File: config.mk
export PLATFORM = sky130hd
export DESIGN_NAME = i2s_rx
export DESIGN_NICKNAME = d
export VERILOG_FILES = /design/src/rtl/i2s_pkg.sv /design/src/rtl/i2s_sync_edge.sv /design/src/rtl/i2s_rx.sv
export SDC_FILE = /design/constraint.sdc
export NUM_CORES = 1
export LEC_CHECK = 0
export ABC_AREA = 1
export CAP_MARGIN = 10
export CORE_MARGIN = 10
export CORE_UTILIZATION = 42
export DETAILED_ROUTE_END_ITERATION = 7
export GPL_TIMING_DRIVEN = 0
export MAX_ROUTING_LAYER = met4
export PLACE_DENSITY_LB_ADDON = 0.1
export SYNTH_ARGS = -nofsm -noshare
export SYNTH_HDL_FRONTEND = slang
export SYNTH_HIERARCHICAL = 1
export SYNTH_SLANG_ARGS = --single-unit
File: constraint.sdc
create_clock -name clk_sys -period 3.7 [get_ports clk_sys]
set_input_delay 0.37 -clock clk_sys [delete_from_list [all_inputs] [get_ports clk_sys]]
set_output_delay 0.37 -clock clk_sys [all_outputs]
set_load 0.05 [all_outputs]
File: src/rtl/i2s_pkg.sv
// i2s_pkg: definitions shared by the I2S receiver and transmitter.
package i2s_pkg;

    // Receiver synchronisation state.
    typedef enum logic [1:0] {
        IDLE   = 2'd0,
        SYNC   = 2'd1,
        LOCKED = 2'd2
    } i2s_state_e;

    // Width of the per-word bit counter; it saturates at all-ones (63).
    localparam int BITCNT_W = 6;

    // LRCK channel encoding.
    localparam logic CH_LEFT  = 1'b0;
    localparam logic CH_RIGHT = 1'b1;

endpackage

File: src/rtl/i2s_sync_edge.sv
// i2s_sync_edge: brings the three asynchronous I2S pins into clk_sys and
// flags the BCK rising edge. rise/lr/d are registered together so that the
// LRCK and DATA samples always belong to the BCK edge they are reported with.
module i2s_sync_edge
    import i2s_pkg::*;
#(
    parameter int SYNC_STAGES = 2
) (
    input  logic clk_sys,
    input  logic reset_n,
    input  logic i2s_bck,
    input  logic i2s_lrck,
    input  logic i2s_data,
    output logic rise,
    output logic lr,
    output logic d
);

    logic [SYNC_STAGES-1:0] bck_sync;
    logic [SYNC_STAGES-1:0] lr_sync;
    logic [SYNC_STAGES-1:0] d_sync;
    logic                   bck_prev;

    // Synchroniser chains, previous-BCK register and the registered edge/sample outputs.
    always_ff @(posedge clk_sys or negedge reset_n) begin
        if (!reset_n) begin
            bck_sync <= '0;
            lr_sync  <= '0;
            d_sync   <= '0;
            bck_prev <= 1'b0;
            rise     <= 1'b0;
            lr       <= 1'b0;
            d        <= 1'b0;
        end else begin
            bck_sync <= {bck_sync[SYNC_STAGES-2:0], i2s_bck};
            lr_sync  <= {lr_sync[SYNC_STAGES-2:0], i2s_lrck};
            d_sync   <= {d_sync[SYNC_STAGES-2:0], i2s_data};
            bck_prev <= bck_sync[SYNC_STAGES-1];
            rise     <= bck_sync[SYNC_STAGES-1] & ~bck_prev;
            lr       <= lr_sync[SYNC_STAGES-1];
            d        <= d_sync[SYNC_STAGES-1];
        end
    end

endmodule

File: src/rtl/i2s_rx.sv
// i2s_rx: Philips-format I2S receiver. Shifts serial data in on each BCK
// rising edge, commits a word whenever LRCK changes (that bit being the LSB
// of the outgoing word), and presents left/right pairs with a strobe once the
// stream has been seen to carry a complete left-then-right frame.
module i2s_rx
    import i2s_pkg::*;
#(
    parameter int AUDIO_DW    = 16,
    parameter int SYNC_STAGES = 2,
    parameter int MIN_BITS    = 8,
    parameter int TIMEOUT     = 1024
) (
    input  logic                clk_sys,
    input  logic                reset_n,
    input  logic                i2s_bck,
    input  logic                i2s_lrck,
    input  logic                i2s_data,
    output logic [AUDIO_DW-1:0] left_chan,
    output logic [AUDIO_DW-1:0] right_chan,
    output logic                sample_strobe,
    output logic                locked,
    output logic                frame_err
);

    localparam int TMO_W = $clog2(TIMEOUT + 1);

    // Bit counter increment that sticks at its maximum on very long words.
    function automatic logic [BITCNT_W-1:0] sat_inc(input logic [BITCNT_W-1:0] v);
        return (v == {BITCNT_W{1'b1}}) ? v : v + 1'b1;
    endfunction

    // Short words are left-justified so their MSB lands on the sample MSB.
    function automatic logic [AUDIO_DW-1:0] justify(input logic [AUDIO_DW-1:0] w,
                                                    input logic [BITCNT_W-1:0] n);
        if (int'(n) < AUDIO_DW)
            return w << (AUDIO_DW - int'(n));
        else
            return w;
    endfunction

    logic                rise;
    logic                lr;
    logic                d;

    i2s_state_e          state;
    logic [AUDIO_DW-1:0] shreg;
    logic [BITCNT_W-1:0] bitcnt;
    logic                lr_prev;
    logic [AUDIO_DW-1:0] hold_left;
    logic                have_left;
    logic [TMO_W-1:0]    tmo_cnt;

    logic [AUDIO_DW-1:0] word_next;
    logic [BITCNT_W-1:0] nbits;
    logic [AUDIO_DW-1:0] word_out;
    logic                boundary;
    logic                short_word;
    logic                tmo_hit;

    i2s_sync_edge #(
        .SYNC_STAGES (SYNC_STAGES)
    ) u_sync_edge (
        .clk_sys  (clk_sys),
        .reset_n  (reset_n),
        .i2s_bck  (i2s_bck),
        .i2s_lrck (i2s_lrck),
        .i2s_data (i2s_data),
        .rise     (rise),
        .lr       (lr),
        .d        (d)
    );

    // Word including the current bit; bits past AUDIO_DW are dropped (truncation).
    assign word_next  = (int'(bitcnt) < AUDIO_DW) ? {shreg[AUDIO_DW-2:0], d} : shreg;
    assign nbits      = sat_inc(bitcnt);
    assign word_out   = justify(word_next, nbits);
    assign boundary   = rise && (lr != lr_prev);
    assign short_word = int'(nbits) < MIN_BITS;
    // A rise in the same cycle always wins over the timeout.
    assign tmo_hit    = !rise && (tmo_cnt == TMO_W'(TIMEOUT - 1));

    // Capture, commit and lock state machine with registered outputs.
    always_ff @(posedge clk_sys or negedge reset_n) begin
        if (!reset_n) begin
            state         <= IDLE;
            shreg         <= '0;
            bitcnt        <= '0;
            lr_prev       <= CH_LEFT;
            hold_left     <= '0;
            have_left     <= 1'b0;
            tmo_cnt       <= '0;
            left_chan     <= '0;
            right_chan    <= '0;
            sample_strobe <= 1'b0;
            locked        <= 1'b0;
            frame_err     <= 1'b0;
        end else begin
            sample_strobe <= 1'b0;
            frame_err     <= 1'b0;

            if (rise || tmo_hit)
                tmo_cnt <= '0;
            else
                tmo_cnt <= tmo_cnt + 1'b1;

            if (rise) begin
                lr_prev <= lr;
                if (boundary) begin
                    shreg  <= '0;
                    bitcnt <= '0;
                    if (state == IDLE) begin
                        // First boundary only establishes word alignment.
                        state     <= SYNC;
                        have_left <= 1'b0;
                    end else if (short_word) begin
                        frame_err <= 1'b1;
                        locked    <= 1'b0;
                        have_left <= 1'b0;
                        state     <= IDLE;
                    end else if (lr_prev == CH_LEFT) begin
                        hold_left <= word_out;
                        have_left <= 1'b1;
                    end else if (state == LOCKED || have_left) begin
                        left_chan     <= hold_left;
                        right_chan    <= word_out;
                        sample_strobe <= 1'b1;
                        locked        <= 1'b1;
                        state         <= LOCKED;
                    end
                end else begin
                    shreg  <= word_next;
                    bitcnt <= nbits;
                end
            end else if (tmo_hit && state != IDLE) begin
                locked    <= 1'b0;
                frame_err <= 1'b1;
                have_left <= 1'b0;
                state     <= IDLE;
            end
        end
    end

endmodule
# Word level (Yosys, flattened, before mapping)
# Index checks and enable logic that the tools add are counted.
[word_totals]
register_bits = 98
inputBits = 5
elab_cells = 92
[classes]
n_lt_le_gt_ge = 3
addsub = 3
bitwise = 5
muxes = 36
n_reduce_logical = 14
shift = 1
eq_ne = 11
[ops]
columns = ["operator", "n"]
rows = [
  ["$mux 16", 3],
  ["$shl 16x32->16", 1],
  ["$mux 1", 23],
  ["$mux 2", 7],
  ["$lt 6x5->1 const B", 2],
  ["$mux 6", 2],
  ["$ne 4x4->1 const B", 3],
  ["$add 11x1->11 const B", 1],
  ["$eq 11x10->1 const B", 1],
  ["$mux 11", 1],
  ["$reduce_and 5->1", 2],
  ["$sub 5x6->7 const A", 1],
  ["$add 6x1->6 const B", 1],
  ["$eq 6x6->1 const B", 1],
  ["$lt 6x4->1 const B", 1],
  ["$ne 3x3->1 const B", 2],
  ["$reduce_and 6->1", 1],
  ["$ne 2x2->1 const B", 2],
  ["$not 1->1", 4],
  ["$reduce_and 4->1", 1],
  ["$reduce_bool 2->1", 2],
  ["$logic_and 1x1->1", 3],
  ["$reduce_and 3->1", 1],
  ["$eq 2x2->1 const B", 1],
  ["5 further kinds", 6],
]

# Depth between registers and ports, before layout
[logic_depth]
word_depth = 8
mapped_depth = 23

# Cells and area by module
# Netlist, hierarchy kept.
[by_module_without_submodules]
columns = ["module", "area_each_um2", "n_inst", "cells_each"]
rows = [
  ["i2s_rx", 4827.1, 1, 625],
  ["i2s_sync_edge", 260.2, 1, 12],
]

# Worst setup path before layout
# Ideal clock, no wire load.
[synth_timing]
path_type = "register to register"
start = "register bitcnt[0]"
end = "register hold_left[10]"
required_ns = 3.617
stages_incl_launch_ff = 24
t_arrival_ns = 2.819
setup_slack_ns = 0.798
synth_period_minus_slack_ns = 2.902
cell_sequence = "dfrtp_1 > ha_1 > nand2_2 > nor2_1 > nand2_1 > nand2_1 > nand2_1 > buf_2 > buf_2 > ha_1 > nand3_1 > nor2_1 > nand3_2 > nand2_1 > buf_6 > buf_8 > nand3_2 > nand2_1 > nand2_1 > nor2_1 > nand2_1 > nand3_1 > nand2_1 > o21ai_0"
[synth_via]
elab_chain_cells = 5
[synth_lines]
columns = ["element", "line", "source"]
rows = [
  ["start, declared", "i2s_rx.sv:47", "logic [BITCNT_W-1:0] bitcnt;"],
  ["start signal, assigned", "i2s_rx.sv:132", "bitcnt <= nbits;"],
  ["$add 6x1->6 / $eq 6x6->1 (equally long branches)", "i2s_rx.sv:29", "return (v == {BITCNT_W{1'b1}}) ? v : v + 1'b1;"],
  ["$mux 6", "i2s_rx.sv:29", ""],
  ["$sub 5x6->7 / $lt 6x4->1 (equally long branches)", "i2s_rx.sv:36, i2s_rx.sv:78", ""],
  ["$shl 16x32->16 / $not 1->1 (equally long branches)", "--", ""],
  ["$mux 16 / $reduce_and 5->1 (equally long branches)", "--", ""],
  ["end signal, assigned", "i2s_rx.sv:121", "hold_left <= word_out;"],
  ["end, declared", "i2s_rx.sv:49", "logic [AUDIO_DW-1:0] hold_left;"],
]
# Parallel ways exist; a longest one is shown, timed or not.
# A chain may end at the register's enable or synchronous reset.

# Worst setup path after layout
[layout_timing]
start = "register bitcnt[0]"
end = "register hold_left[8]"
# Same word-level chain as after synthesis.

==> qor.yml <==
status: "completed"
synth_warnings: 6
die_y_um: 130
yosysSeqAreaShare_pct: 48.2
critical_path_arrival_ns: 3.71
place.gp.congestion: 0.897
core_region_area_um2: 12000
startpoint: "bitcnt[0]"
cts_buffer_depth: 2
crit_top_cell: "nand2_1"
port_buffers: 39
ys_top_cells_by_count: "nand2_1 (203), dfrtp_1 (98), nand3_1 (79)"
r2r_start: "bitcnt[0]"
layout_setup_ws_ns: 0.283
ioPinCount: 40
min_period_ns: 3.42
crit_fanout: 10
max-vdd-ir-drop_uv: 263
cp_num_buf_inv: 5
fmax_mhz: 293
die_area_um2: 16900
endpoint: "hold_left[8]"
grt.total_usage_pct: 15.6
route.detailed.drc: 0
ctsResizeCount: 0
dr.first_iter.drc_count: 325
r2r_slack_ns: 0.28
overflow: 0
synth_top_area_share_pct: 48.2
design_area_um2: 6020
finalCritPeriodShare_pct: 92.3
start_util_pct: 42.5
endpoint_kind: "flop"
netlist_area_um2: 5090
cap_violations: 0
wire_per_inst_um: 14.6
cts_hold_buffers: 0
rows: 40
synth.distinct_cells: 36
cts_htree_levels: 3
placed_cell_area_um2: 5690
dr.pass1.iters: 5
drive_gt1_share_pct: 11.8
antenna_cells: 0
ys_ff_latch: 98
worstMarginPinSlew_ns: 0.648
viasPerCell: 5.11
setup_viol_count_final: 0
fin_skew_ns: 0.00797
synth_area_leader_cell: "dfrtp_1"
synth_most_common_cell: "nand2_1"
slew_viol_final: 0
setup_tns_ns: 0
power_density_nw_per_um2: 513
grt_max_degree: 57
synthArstFlopShare_pct: 100
grt_first_pass_wirelength_um: 20400
antenna_found_initial: 0
fp.dieW_um: 130
syn_avg_cell_area_um2: 7.99
routed_wl_um: 12300
numCtsBuffers: 9
total_leakage_power_nw: 2.91
syn_inst: 637
root_buffer: "clkbuf_16"
slowest_stage: "dfrtp_2"
cp-start-kind: "flop"
rsz0062_at_grt: "false"
synthTopCellsByArea: "dfrtp_1 (48%), nand2_1 (15%), nand3_1 (7.8%)"
synth_ff_type: "dfrtp_1"
cts_tree: "done"
crit_path_max_incr_delay_ns: 0.44
cp.depth: 23
hold_path.class: "primary input to asynchronous set/reset pin"
total_power_mw: 3.09
finalHoldViolations: 0
nNetsFinal: 696
maxSlewHeadroom_pct: 56.5
worstSetupPathType: "flop to flop"
vias: 4290
path_delay_family: "simple AND/OR/NAND/NOR gates"
reg2regPathDepth: 23
area_growth_pct: 18.4
synth-edff-count: 0
syn_nets: 645
path_cells: "ha_1, nand2_2, nor2_1, nand2_1, nand2_1, nand2_1, clkbuf_4, buf_4, ha_1, nand3_1, nor2_1, nand3_2, nand2_1, buf_6, buf_8, nand4_4, nor2_1, inv_1, a21oi_1, o21ai_1, nand2_1, nand2_1, nand2_1"
pre_cts_ws_ns: 0.105
hpwl_um: 9460
clk_pin_slew_ns: 0.07
reg2reg_to: "hold_left[8]"
final_antenna_net_count: 0
clock_sinks: 98
crit_required_ns: 3.99
grt_pass1_vias: 4009
post_cts_buffers: 0
insertion_delay_ns: 0.35
## sequential cells by signal, summed over array words and instances, names as in the netlist
name	cells
locked	1
tmo_cnt	11
u_sync_edge/bck_sync	2
frame_err	1
shreg	16
lr_prev	1
left_chan	16
u_sync_edge/d	1
hold_left	16
bitcnt	6
have_left	1
state	2
u_sync_edge/d_sync	2
right_chan	16
sample_strobe	1
u_sync_edge/rise	1
u_sync_edge/lr	1
u_sync_edge/bck_prev	1
u_sync_edge/lr_sync	2
## where the power goes
| group | total, mW | switching [mW] | internal, mW | leakage, nW |
|---|---|---|---|---|
| sequential | 1.16 | 0.0373 | 1.12 | 1.33 |
| clock | 1.01 | 0.403 | 0.612 | 0.163 |
| combinational | 0.917 | 0.625 | 0.292 | 1.42 |
| total | 3.09 | 1.06 | 2.02 | 2.91 |
## metrics by stage
| stage | utilization [%] | cells | hold slack [ns] |
|---|---|---|---|
| 3_3_place_gp | 47.3 | 823 | 0.332 |
| 6_report | 50.3 | 840 | 0.0104 |
| 2_1_floorplan | - | 637 | 0.0744 |
| 5_1_grt | 50.3 | 840 | 0.0541 |
| 4_1_cts | 50.3 | 840 | 0.0273 |
| 3_5_place_dp | 47.5 | 824 | 0.336 |
## worst min-delay path by stage
| stage | start | end | slack (ns) | depth (start not counted) |
|---|---|---|---|---|
| 2_1_floorplan | reset_n | bitcnt[0] | 0.07 | 0 |
| 3_3_place_gp | u_sync_edge/bck_sync[0] | u_sync_edge/bck_sync[1] | 0.33 | 0 |
| 3_5_place_dp | u_sync_edge/lr_sync[1] | u_sync_edge/lr | 0.34 | 0 |
| 4_1_cts | reset_n | left_chan[4] | 0.03 | 1 |
| 5_1_grt | reset_n | left_chan[0] | 0.05 | 1 |
| 6_report | reset_n | left_chan[4] | 0.01 | 1 |
## cells in the final DEF (no fill, tap or decap), types with 3 or more instances in the layout
master,instances
clkbuf_16,9
ha_1,3
o21a_1,13
inv_1,68
clkdlybuf4s50_1,38
nor2_2,3
o21ai_1,5
nor2_1,21
buf_2,11
and3_1,3
clkbuf_1,5
a21oi_1,10
o21ai_2,9
dfrtp_1,97
nor3_1,4
nand2_2,12
nand3_1,79
o22ai_1,21
inv_2,3
buf_6,5
nand2_1,203
buf_4,4
nand3_2,5
o21ai_0,28
nor2_4,5
## metal layers
metal	vias up	part of all wire, %	GRT usage [%]
met5	-	0	-
met2	107	45	23.7
li1	2167	-	-
met4	0	1.5	5.89
met3	15	4.9	2.64
met1	2001	48	20.4
## logic make-up after synthesis
family / after synthesis / share of synthesized area [%]
fa+ha+maj: 3 / 0.738
buf+inv: 99 / 8.73
xor+xnor: 5 / 1.16
flops: 98 / 48.2
compound gates: 91 / 11.1
simple gates: 341 / 30.1
## area by class of cell
| cell class | count | area [um^2] |
|---|---|---|
| Buffer | 26 | 175 |
| Clock buffer | 10 | 239 |
| Clock inverter | 6 | 87.6 |
| Fill cell | 1203 | 5940 |
| Inverter | 73 | 274 |
| Multi-Input combinational cell | 440 | 2190 |
| Sequential cell | 98 | 2450 |
| Tap cell | 147 | 184 |
| Timing Repair Buffer | 40 | 415 |
Power figures use the tool's default switching activity.
